`src/rtl/mc_pkg.sv`:
```
// Shared definitions for the multi-cycle controller: opcode/function codes,
// branch-compare encodings and the controller state enum.
package mc_pkg;

    // Opcode field values
    localparam logic [5:0] OP_RTYPE = 6'b000000;
    localparam logic [5:0] OP_LW    = 6'b100011;
    localparam logic [5:0] OP_SW    = 6'b101011;
    localparam logic [5:0] OP_ADDI  = 6'b001000;
    localparam logic [5:0] OP_ANDI  = 6'b001100;
    localparam logic [5:0] OP_ORI   = 6'b001101;
    localparam logic [5:0] OP_XORI  = 6'b001110;
    localparam logic [5:0] OP_BEQ   = 6'b000100;
    localparam logic [5:0] OP_BNE   = 6'b000101;
    localparam logic [5:0] OP_BLT   = 6'b000110;

    // R-type function field values
    localparam logic [5:0] FN_ADD = 6'b100000;
    localparam logic [5:0] FN_SUB = 6'b100010;
    localparam logic [5:0] FN_SLT = 6'b101010;
    localparam logic [5:0] FN_AND = 6'b100100;
    localparam logic [5:0] FN_OR  = 6'b100101;
    localparam logic [5:0] FN_XOR = 6'b100110;
    localparam logic [5:0] FN_NOR = 6'b100111;

    // Branch compare select
    localparam logic [1:0] BR_NONE = 2'b00;
    localparam logic [1:0] BR_EQ   = 2'b01;
    localparam logic [1:0] BR_NE   = 2'b10;
    localparam logic [1:0] BR_LT   = 2'b11;

    typedef enum logic [2:0] {
        ST_FETCH  = 3'd0,
        ST_DECODE = 3'd1,
        ST_EXEC   = 3'd2,
        ST_MEM    = 3'd3,
        ST_WB     = 3'd4,
        ST_ERR    = 3'd5
    } mc_state_e;

    // True for the R-type function codes the datapath implements.
    function automatic logic fn_legal(input logic [5:0] f);
        return (f == FN_ADD) || (f == FN_SUB) || (f == FN_SLT) || (f == FN_AND) ||
               (f == FN_OR)  || (f == FN_XOR) || (f == FN_NOR);
    endfunction

endpackage

```
`src/rtl/mc_ctrl_if.sv`:
```
// Controller <-> datapath/memory bundle. The controller side is "master".
// Memory handshake: mem_req (with rd or we) is held stable by the controller
// until a cycle in which mem_ready is high; that cycle completes the access.
// mem_ready is ignored whenever mem_req is low.
interface mc_ctrl_if #(
    parameter int CNT_W = 32
);
    logic [5:0]       opcode;
    logic [5:0]       fn;
    logic             brtrue;
    logic             mem_ready;
    logic             ir_we;
    logic             pc_we;
    logic             pc_src;
    logic             alusrc;
    logic [1:0]       brtype;
    logic             rd;
    logic             we;
    logic             mem_req;
    logic             reg_we;
    logic             mem_to_reg;
    logic             err;
    logic [CNT_W-1:0] retired;

    modport master (
        input  opcode, fn, brtrue, mem_ready,
        output ir_we, pc_we, pc_src, alusrc, brtype, rd, we, mem_req,
               reg_we, mem_to_reg, err, retired
    );

    modport slave (
        output opcode, fn, brtrue, mem_ready,
        input  ir_we, pc_we, pc_src, alusrc, brtype, rd, we, mem_req,
               reg_we, mem_to_reg, err, retired
    );
endinterface

```
`src/rtl/mc_decode.sv`:
```
// Combinational opcode/function decoder for the multi-cycle controller.
// Optional macro MC_CTRL_ILLEGAL_TRAP_EN: when defined, R-type instructions
// are legal only for the implemented function codes.
module mc_decode
    import mc_pkg::*;
(
    input  logic [5:0] opcode_i,
    input  logic [5:0] fn_i,
    output logic       alusrc_o,
    output logic [1:0] brtype_o,
    output logic       is_load_o,
    output logic       is_store_o,
    output logic       is_branch_o,
    output logic       legal_o
);

    // Classify the latched instruction
    always_comb begin
        alusrc_o    = 1'b0;
        brtype_o    = BR_NONE;
        is_load_o   = 1'b0;
        is_store_o  = 1'b0;
        is_branch_o = 1'b0;
        legal_o     = 1'b0;
        case (opcode_i)
            OP_LW: begin
                alusrc_o  = 1'b1;
                is_load_o = 1'b1;
                legal_o   = 1'b1;
            end
            OP_SW: begin
                alusrc_o   = 1'b1;
                is_store_o = 1'b1;
                legal_o    = 1'b1;
            end
            OP_ADDI, OP_ANDI, OP_ORI, OP_XORI: begin
                alusrc_o = 1'b1;
                legal_o  = 1'b1;
            end
            OP_RTYPE: begin
`ifdef MC_CTRL_ILLEGAL_TRAP_EN
                legal_o = fn_legal(fn_i);
`else
                legal_o = 1'b1;
`endif
            end
            OP_BEQ: begin
                brtype_o    = BR_EQ;
                is_branch_o = 1'b1;
                legal_o     = 1'b1;
            end
            OP_BNE: begin
                brtype_o    = BR_NE;
                is_branch_o = 1'b1;
                legal_o     = 1'b1;
            end
            OP_BLT: begin
                brtype_o    = BR_LT;
                is_branch_o = 1'b1;
                legal_o     = 1'b1;
            end
            default: ;
        endcase
    end

endmodule

```
`src/rtl/mc_ctrl.sv`:
```
// Multi-cycle processor controller: FETCH/DECODE/EXEC/MEM/WB sequencing with
// a memory-wait timeout into a sticky ERR state and a retired-instruction
// counter. Optional macro MC_CTRL_ILLEGAL_TRAP_EN sends illegal instructions
// to ERR instead of retiring them as no-ops.
module mc_ctrl
    import mc_pkg::*;
#(
    parameter int MEM_TIMEOUT = 16,
    parameter int CNT_W       = 32
) (
    input  logic      clk,
    input  logic      rst,
    mc_ctrl_if.master bus,
    output mc_state_e state_o
);

    localparam int WAIT_W = (MEM_TIMEOUT > 1) ? $clog2(MEM_TIMEOUT) : 1;
    localparam logic [WAIT_W-1:0] WAIT_LAST = WAIT_W'(MEM_TIMEOUT - 1);

    mc_state_e        state_q, state_d;
    logic [5:0]       opcode_q, fn_q;
    logic [WAIT_W-1:0] wait_q, wait_d;
    logic [CNT_W-1:0] retired_q;
    logic             err_q;
    logic             retire;

    logic       dec_alusrc, dec_is_load, dec_is_store, dec_is_branch, dec_legal;
    logic [1:0] dec_brtype;

    mc_decode u_decode (
        .opcode_i    (opcode_q),
        .fn_i        (fn_q),
        .alusrc_o    (dec_alusrc),
        .brtype_o    (dec_brtype),
        .is_load_o   (dec_is_load),
        .is_store_o  (dec_is_store),
        .is_branch_o (dec_is_branch),
        .legal_o     (dec_legal)
    );

    // State register
    always_ff @(posedge clk) begin
        if (rst) state_q <= ST_FETCH;
        else     state_q <= state_d;
    end

    // Next state, wait counter and retire decision
    always_comb begin
        state_d = state_q;
        wait_d  = wait_q;
        retire  = 1'b0;
        case (state_q)
            ST_FETCH: begin
                if (bus.mem_ready)          state_d = ST_DECODE;
                else if (wait_q == WAIT_LAST) state_d = ST_ERR;
                else                        wait_d = wait_q + WAIT_W'(1);
            end
            ST_DECODE: state_d = ST_EXEC;
            ST_EXEC: begin
                if (dec_is_branch) begin
                    state_d = ST_FETCH;
                    retire  = 1'b1;
                end else if (dec_is_load || dec_is_store) begin
                    state_d = ST_MEM;
                end else if (dec_legal) begin
                    state_d = ST_WB;
                end else begin
`ifdef MC_CTRL_ILLEGAL_TRAP_EN
                    state_d = ST_ERR;
`else
                    state_d = ST_FETCH;
                    retire  = 1'b1;
`endif
                end
            end
            ST_MEM: begin
                if (bus.mem_ready) begin
                    if (dec_is_load) begin
                        state_d = ST_WB;
                    end else begin
                        state_d = ST_FETCH;
                        retire  = 1'b1;
                    end
                end else if (wait_q == WAIT_LAST) begin
                    state_d = ST_ERR;
                end else begin
                    wait_d = wait_q + WAIT_W'(1);
                end
            end
            ST_WB: begin
                state_d = ST_FETCH;
                retire  = 1'b1;
            end
            ST_ERR:  state_d = ST_ERR;
            default: state_d = ST_ERR;
        endcase
        // Every state change lands in a fresh wait window.
        if (state_d != state_q) wait_d = '0;
    end

    // Instruction latch, wait counter, retired counter and sticky error
    always_ff @(posedge clk) begin
        if (rst) begin
            opcode_q  <= '0;
            fn_q      <= '0;
            wait_q    <= '0;
            retired_q <= '0;
            err_q     <= 1'b0;
        end else begin
            wait_q <= wait_d;
            if (state_q == ST_DECODE) begin
                opcode_q <= bus.opcode;
                fn_q     <= bus.fn;
            end
            if (retire) retired_q <= retired_q + CNT_W'(1);
            if (state_d == ST_ERR) err_q <= 1'b1;
        end
    end

    // Strobes decoded from state and latched instruction; silenced during reset
    always_comb begin
        bus.ir_we      = 1'b0;
        bus.pc_we      = 1'b0;
        bus.pc_src     = 1'b0;
        bus.alusrc     = 1'b0;
        bus.brtype     = BR_NONE;
        bus.rd         = 1'b0;
        bus.we         = 1'b0;
        bus.mem_req    = 1'b0;
        bus.reg_we     = 1'b0;
        bus.mem_to_reg = 1'b0;
        if (!rst) begin
            case (state_q)
                ST_FETCH: begin
                    bus.mem_req = 1'b1;
                    bus.rd      = 1'b1;
                    if (bus.mem_ready) begin
                        bus.ir_we = 1'b1;
                        bus.pc_we = 1'b1;
                    end
                end
                ST_EXEC: begin
                    bus.alusrc = dec_alusrc;
                    bus.brtype = dec_brtype;
                    if (dec_is_branch) begin
                        bus.pc_src = 1'b1;
                        bus.pc_we  = bus.brtrue;
                    end
                end
                ST_MEM: begin
                    bus.mem_req = 1'b1;
                    bus.rd      = dec_is_load;
                    bus.we      = dec_is_store;
                end
                ST_WB: begin
                    bus.reg_we     = 1'b1;
                    bus.mem_to_reg = dec_is_load;
                end
                default: ;
            endcase
        end
    end

    assign bus.err     = err_q;
    assign bus.retired = retired_q;
    assign state_o     = state_q;

endmodule

```
`src/flat_wrapper.sv`:
```
// flat-port wrapper written by rule: the top's interface ports become plain ports
module mc_ctrl_flat import mc_pkg::*;
#(
    parameter int MEM_TIMEOUT = 16,
    parameter int CNT_W       = 32
)
  (clk, rst, state_o, bus_opcode, bus_fn, bus_brtrue, bus_mem_ready, bus_ir_we, bus_pc_we, bus_pc_src, bus_alusrc, bus_brtype, bus_rd, bus_we, bus_mem_req, bus_reg_we, bus_mem_to_reg, bus_err, bus_retired);
  mc_ctrl_if #(.CNT_W(CNT_W)) bus_i ();
  input  logic clk;
  input  logic rst;
  output mc_state_e state_o;
  input wire logic [$bits(bus_i.opcode)-1:0] bus_opcode;
  input wire logic [$bits(bus_i.fn)-1:0] bus_fn;
  input wire logic [$bits(bus_i.brtrue)-1:0] bus_brtrue;
  input wire logic [$bits(bus_i.mem_ready)-1:0] bus_mem_ready;
  output wire logic [$bits(bus_i.ir_we)-1:0] bus_ir_we;
  output wire logic [$bits(bus_i.pc_we)-1:0] bus_pc_we;
  output wire logic [$bits(bus_i.pc_src)-1:0] bus_pc_src;
  output wire logic [$bits(bus_i.alusrc)-1:0] bus_alusrc;
  output wire logic [$bits(bus_i.brtype)-1:0] bus_brtype;
  output wire logic [$bits(bus_i.rd)-1:0] bus_rd;
  output wire logic [$bits(bus_i.we)-1:0] bus_we;
  output wire logic [$bits(bus_i.mem_req)-1:0] bus_mem_req;
  output wire logic [$bits(bus_i.reg_we)-1:0] bus_reg_we;
  output wire logic [$bits(bus_i.mem_to_reg)-1:0] bus_mem_to_reg;
  output wire logic [$bits(bus_i.err)-1:0] bus_err;
  output wire logic [$bits(bus_i.retired)-1:0] bus_retired;
  assign bus_i.opcode = bus_opcode;
  assign bus_i.fn = bus_fn;
  assign bus_i.brtrue = bus_brtrue;
  assign bus_i.mem_ready = bus_mem_ready;
  assign bus_ir_we = bus_i.ir_we;
  assign bus_pc_we = bus_i.pc_we;
  assign bus_pc_src = bus_i.pc_src;
  assign bus_alusrc = bus_i.alusrc;
  assign bus_brtype = bus_i.brtype;
  assign bus_rd = bus_i.rd;
  assign bus_we = bus_i.we;
  assign bus_mem_req = bus_i.mem_req;
  assign bus_reg_we = bus_i.reg_we;
  assign bus_mem_to_reg = bus_i.mem_to_reg;
  assign bus_err = bus_i.err;
  assign bus_retired = bus_i.retired;
  mc_ctrl #(.MEM_TIMEOUT(MEM_TIMEOUT), .CNT_W(CNT_W)) u_core (.clk(clk), .rst(rst), .bus(bus_i), .state_o(state_o));
endmodule
```
`config.mk`:
```
export PLATFORM = sky130hd
export DESIGN_NAME = mc_ctrl_flat
export DESIGN_NICKNAME = d
export VERILOG_FILES = /design/src/rtl/mc_pkg.sv /design/src/rtl/mc_ctrl_if.sv /design/src/rtl/mc_decode.sv /design/src/rtl/mc_ctrl.sv /design/src/flat_wrapper.sv
export SDC_FILE = /design/constraint.sdc
export NUM_CORES = 1
export LEC_CHECK = 0
export CELL_PAD_IN_SITES_DETAIL_PLACEMENT = 2
export CELL_PAD_IN_SITES_GLOBAL_PLACEMENT = 2
export CORE_UTILIZATION = 30
export CTS_BUF_LIST = sky130_fd_sc_hd__clkbuf_2
export DETAILED_ROUTE_END_ITERATION = 8
export GPL_TIMING_DRIVEN = 0
export MAX_ROUTING_LAYER = met4
export PLACE_DENSITY_LB_ADDON = 0.1
export SLEW_MARGIN = 15
export SYNTH_ARGS = -nofsm -noshare
export SYNTH_HDL_FRONTEND = slang
export SYNTH_SLANG_ARGS = --single-unit
```
`constraint.sdc`:
```
create_clock -name clk -period 2.6 [get_ports clk]
set_input_delay 0.52 -clock clk [delete_from_list [all_inputs] [get_ports clk]]
set_output_delay 0.52 -clock clk [all_outputs]
set_load 0.02 [all_outputs]
```
# After elaboration in Yosys (flattened, before gate mapping)
# Cells that the tools add are included.
[word_totals] inputBits=16 regBits=46 out_inout_bits=47
[classes] muxes=43 reduce_logical=9 n_bitwise=2 addsub=2 n_eq_ne=16
[op_table] op="$add A32 B1 Y32 const B" count=1
[op_table] op="$mux W1" count=29
[op_table] op="$eq A6 B4 Y1 const B" count=4
[op_table] op="$mux W3" count=7
[op_table] op="$eq A6 B3 Y1 const B" count=3
[op_table] op="$pmux W3 S5" count=1
[op_table] op="$eq A6 B6 Y1 const B" count=2
[op_table] op="$reduce_or A10 Y1" count=1
[op_table] op="$eq A3 B2 Y1 const B" count=2
[op_table] op="$eq A3 B3 Y1 const B" count=2
[op_table] op="$logic_not A6 Y1" count=1
[op_table] op="$pmux W2 S3" count=1
[op_table] op="$reduce_or A6 Y1" count=1
[op_table] op="$add A4 B1 Y4 const B" count=1
[op_table] op="$eq A4 B4 Y1 const B" count=1
[op_table] op="$mux W2" count=2
[op_table] op="$pmux W1 S2" count=2
[op_table] op="$reduce_or A2 Y1" count=2
[op_table] op="$eq A3 B1 Y1 const B" count=1
[op_table] op="$logic_not A3 Y1" count=1
[op_table] op="$ne A3 B3 Y1" count=1
[op_table] op="$pmux W1 S3" count=1
[op_table] op="$reduce_and A3 Y1" count=1
[op_table] op="$reduce_or A3 Y1" count=1
[op_table] op="other kinds (2)" count=3

# Longest topological paths before layout
[depth] ltp_word=9 mapped_depth=9

# Modules after synthesis
# A second synthesis with hierarchy kept.
[hier_totals] cells_unflattened=322 hier_area_um2=2781.4
[by_module_without_submodules] module="mc_ctrl" n_inst=1 area_per_inst_um2=2681.3 cells_per_inst=307
[by_module_without_submodules] module="mc_decode" n_inst=1 area_per_inst_um2=100.1 cells_per_inst=15

# Worst setup path after synthesis
# Ideal clock, no wire load.
[synth_timing] path_kind="register to output" start="register u_core.state_q[0] (netlist: u_core.state_o[0])" end="output bus_mem_to_reg" t_required_ns=2.080 arrival_ns=2.403 path_stages_with_launch=6 path_slack_ns=-0.323 path_cell_list="dfxtp_1 -> clkbuf_1 -> or2_2 -> clkbuf_1 -> nor3_1 -> nor4b_1"
[synth_between] elab_chain_cells=3
[synth_lines] element="from (decl)" line_no="mc_ctrl.sv:20" text="mc_state_e state_q, state_d;"
[synth_lines] element="from (signal assigned)" line_no="mc_ctrl.sv:44" text="else state_q <= state_d;"
[synth_lines] element="$eq A3 B3 Y1" line_no="mc_ctrl.sv:133" text="case (state_q)"
[synth_lines] element="$mux W1" line_no="mc_ctrl.sv:133"
[synth_lines] element="$mux W1" line_no="mc_ctrl.sv:132" text="if (!rst) begin"
[synth_lines] element="to (decl)" line_no="flat_wrapper.sv:25" text="output wire logic [$bits(bus_i.mem_to_reg)-1:0] bus_mem_to_reg;"
# Every way passes these cells.

# Final worst setup path
[layout_timing] start="register u_core.opcode_q[4]" end="register u_core.retired_q[8] (netlist: u_core.bus.retired[8])"
[layout_between] elab_chain_cells=7 elab_cells_between_ends=23 classes_between="eq/ne: 9; mux: 10; reduce/logical: 4"
[layout_lines] element="from (decl)" line_no="mc_ctrl.sv:21" text="logic [5:0] opcode_q, fn_q;"
[layout_lines] element="from (signal assigned)" line_no="mc_ctrl.sv:112" text="opcode_q <= bus.opcode;"
[layout_lines] element="$eq A6 B3 Y1, or another cell as far along" line_no="mc_decode.sv:25" text="case (opcode_i)"
[layout_lines] element="$reduce_or A10 Y1 (no source line)"
[layout_lines] element="$mux W1" line_no="mc_decode.sv:25"
[layout_lines] element="$mux W1" line_no="mc_ctrl.sv:65" text="end else if (dec_legal) begin"
[layout_lines] element="$mux W1" line_no="mc_ctrl.sv:63" text="end else if (dec_is_load || dec_is_store) begin"
[layout_lines] element="$mux W1" line_no="mc_ctrl.sv:60" text="if (dec_is_branch) begin"
[layout_lines] element="$pmux W1 S3 *" line_no="mc_ctrl.sv:52" text="case (state_q)"
[layout_lines] element="to (signal assigned)" line_no="mc_ctrl.sv:115" text="if (retire) retired_q <= retired_q + CNT_W'(1);"
[layout_lines] element="to (decl)" line_no="mc_ctrl.sv:23" text="logic [CNT_W-1:0] retired_q;"
# Mark *: on every way between the ends. The rest lies on a longest branch, timed or not.
# A chain may end at the register's enable or synchronous reset.

==> flow_summary.json <==
{
  "netlist_area_mm2": 0.00258,
  "cp_slowest_cell": "or4b_4",
  "slew_viol_final": 0,
  "ir_drop_uv": 174,
  "ys_ff_latch": 46,
  "status": "finished, final reports clean",
  "synth_edf_count": 0,
  "die_w_um": 94.8,
  "initial_utilization_pct": 31.3,
  "antenna_left": 0,
  "grt_pass1_vias": 2551,
  "p_leak_uw": 0.00104,
  "max_cap_violations": 0,
  "synth_top_cells_by_area": "dfxtp_1, xnor2_1, nor2_1",
  "root_buffer": "clkbuf_2",
  "crit_buf_inv": 2,
  "place_congestion": 0.796,
  "finalCritPeriodShare_pct": 96.5,
  "clockBufferDepth": 2,
  "slew_headroom_pct": 47.3,
  "n_antenna_cell": 0,
  "critical_path_class": "reg2reg",
  "hp-class": "in2reg",
  "power.density_mw_per_mm2": 380,
  "hold_violations": 0,
  "core_mm2": 0.00826,
  "ys_warn_count": 0,
  "crit_path_max_incr_delay_ns": 0.54,
  "clkTransAtPathRegs_ns": 0.22,
  "dr.pass1.iters": 4,
  "layout.nets": 381,
  "synthCells": 298,
  "yosysUniqueCellTypes": 51,
  "synthArstFlopShare_pct": 0,
  "htree_num_levels": 2,
  "netlist.area_leader.share_pct": 35.7,
  "fin_crit_ns": 2.51,
  "vias": 2440,
  "viasPerCell": 5.20,
  "synth_nets": 316,
  "grt_pass1_wl_um": 13300,
  "end_kind": "flip-flop",
  "num_rows": 33,
  "worst_pin_slew_ns": 0.791,
  "cp.required_ns": 2.96,
  "seq_area_frac_synth_pct": 35.7,
  "cts_buffers": 5,
  "clkSinkCount": 46,
  "cts_tree": "yes",
  "wl_per_cell_um": 17.6,
  "clk_latency_ns": 0.43,
  "antenna_found_initial": 0,
  "area_growth_pct": 33.6,
  "worstPathMaxFanout": 9,
  "grt_remaining_overflow": 0,
  "die_area_mm2": 0.00898,
  "mostFrequentLayoutCells": "nor2_1, clkdlybuf4s50_1, dfxtp_1",
  "die_h_um": 94.8,
  "startpoint_type": "flip-flop",
  "arrival_ns": 2.87,
  "fin_hold_ws_ns": 0.513,
  "avgSynthCellArea_um2": 8.66,
  "finalSetupViolations": 0,
  "fmax_ghz": 0.398,
  "grt_max_degree": 14,
  "critical-path-top-delay-family": "simple AND/OR/NAND/NOR gates",
  "cts_hold_buf": 0,
  "place_inst": 458,
  "drive_gt1_share_pct": 22.0,
  "stdcell_count": 469,
  "cp_cell_sequence": "or4b_4 > buf_4 > a211oi_4 > o211ai_4 > and2_4 > buf_6 > or4_1 > a21oi_1",
  "drc": 0,
  "drtIter0Drc": 37,
  "io_buffers": 55,
  "rsz0062_at_grt": "true",
  "hpwl_um": 6080,
  "drt-total-wl_um": 8280,
  "dominantRegCellSynth": "dfxtp_1",
  "synth_top_cell_by_area": "dfxtp_1",
  "num_io_pins": 63,
  "worst_clock_skew_ns": 0.0195,
  "grt_usage_pct": 19.9
}
cell families after synthesis:
family                     synth area share [%]
adders and majority gates                 0.969
muxes                                      3.10
AOI/OAI and AO/OA                          21.2
and+or+nand+nor                            23.8
buffers and inverters                      5.72
xor gates and xnor gates                   9.50
DFF                                        35.7
worst paths after layout:
path | slack (ns) | endpoint | startpoint | cells past startpoint
setup / recovery | 0.09 | u_core.bus.retired[8] | u_core.opcode_q[4] | 8
hold / removal | 0.51 | u_core.bus.retired[4] | rst | 2
setup reg to reg | 0.09 | u_core.bus.retired[8] | u_core.opcode_q[4] | 8
hold reg to reg | 0.53 | u_core.bus.retired[9] | u_core.bus.retired[9] | 2
cells in the mapped netlist, types with 2 or more instances:
library cell  instances
ha_1                  2
nand2_1              20
buf_1                 2
nor2_1               45
nand3_1              13
inv_1                 9
or3_2                 4
a21oi_1              16
a2111oi_2            11
xor2_1                6
and4_1                2
o31ai_1               2
nor3_1                9
buf_2                 3
a31oi_1               2
or3_1                 2
xnor2_1              22
nor4_1                3
a21boi_0              2
mux2i_1               8
buf_6                 5
o21ai_0               9
or4_1                 3
and3_1                2
dfxtp_1              46
clkbuf_1              8
nand4_1               8
or2_2                 5
a211oi_1              7
routing by layer:
metal	vias to the layer above	GRT usage, %	routed length (µm)
li1	1199	-	-
met1	1188	24.5	3820
met2	45	34.1	4080
met3	8	2.66	279
met4	0	5.05	93
met5	-	-	0
cell type report:
class,count,area [µm²]
fill,934,4810
multi-input combinational,224,1630
sequential,46,941
timing repair buffer,61,573
tap,105,131
buffer,16,105
inverter,9,33.8
clock buffer,6,30.0
clock inverter,2,8.76
metrics by stage:
stage / area, µm² / total power, µW / setup slack [ns] / TNS [ns] / util [%]
4_1_cts: 3370 / 1320 / 0.00356 / 0 / 40.8
3_5_place_dp: 3280 / 1010 / -0.318 / -1.57 / 39.7
5_1_grt: 3450 / 1380 / -0.0248 / -0.0785 / 41.8
3_3_place_gp: 3280 / 1000 / -0.261 / -1.35 / 39.7
2_1_floorplan: 2600 / 915 / 0.0121 / 0 / -
6_report: 3450 / 1310 / 0.0901 / 0 / 41.8
flip-flops by register name (all words and copies together) (netlist names):
name	flops
u_core.wait_q	4
u_core.state_o	3
u_core.bus.retired	32
u_core.opcode_q	6
u_core.bus.err	1
power breakdown:
part / internal, µW / total (µW) / switching [µW]
Sequential: 723 / 741 / 18.5
Combinational: 110 / 266 / 156
Clock: 66.2 / 302 / 236
Total: 899 / 1310 / 411
worst register-to-register path: cells and delay by family, from the launching register on:
kind	cells	cell delay, ns
and+or+nand+nor	3	1.22
AOI/OAI and AO/OA	3	0.52
DFF	1	0.43
buffers and inverters	2	0.30
timing repair:
| action | CTS | global route |
|---|---|---|
| pin swaps | 3 | 2 |
| resized for setup | 48 | 26 |
| buffers inserted | 4 | 2 |
| gates cloned | 0 | 0 |
| endpoints found under the setup margin | 12 | 24 |
No activity file was read; power rests on OpenSTA's default activity.
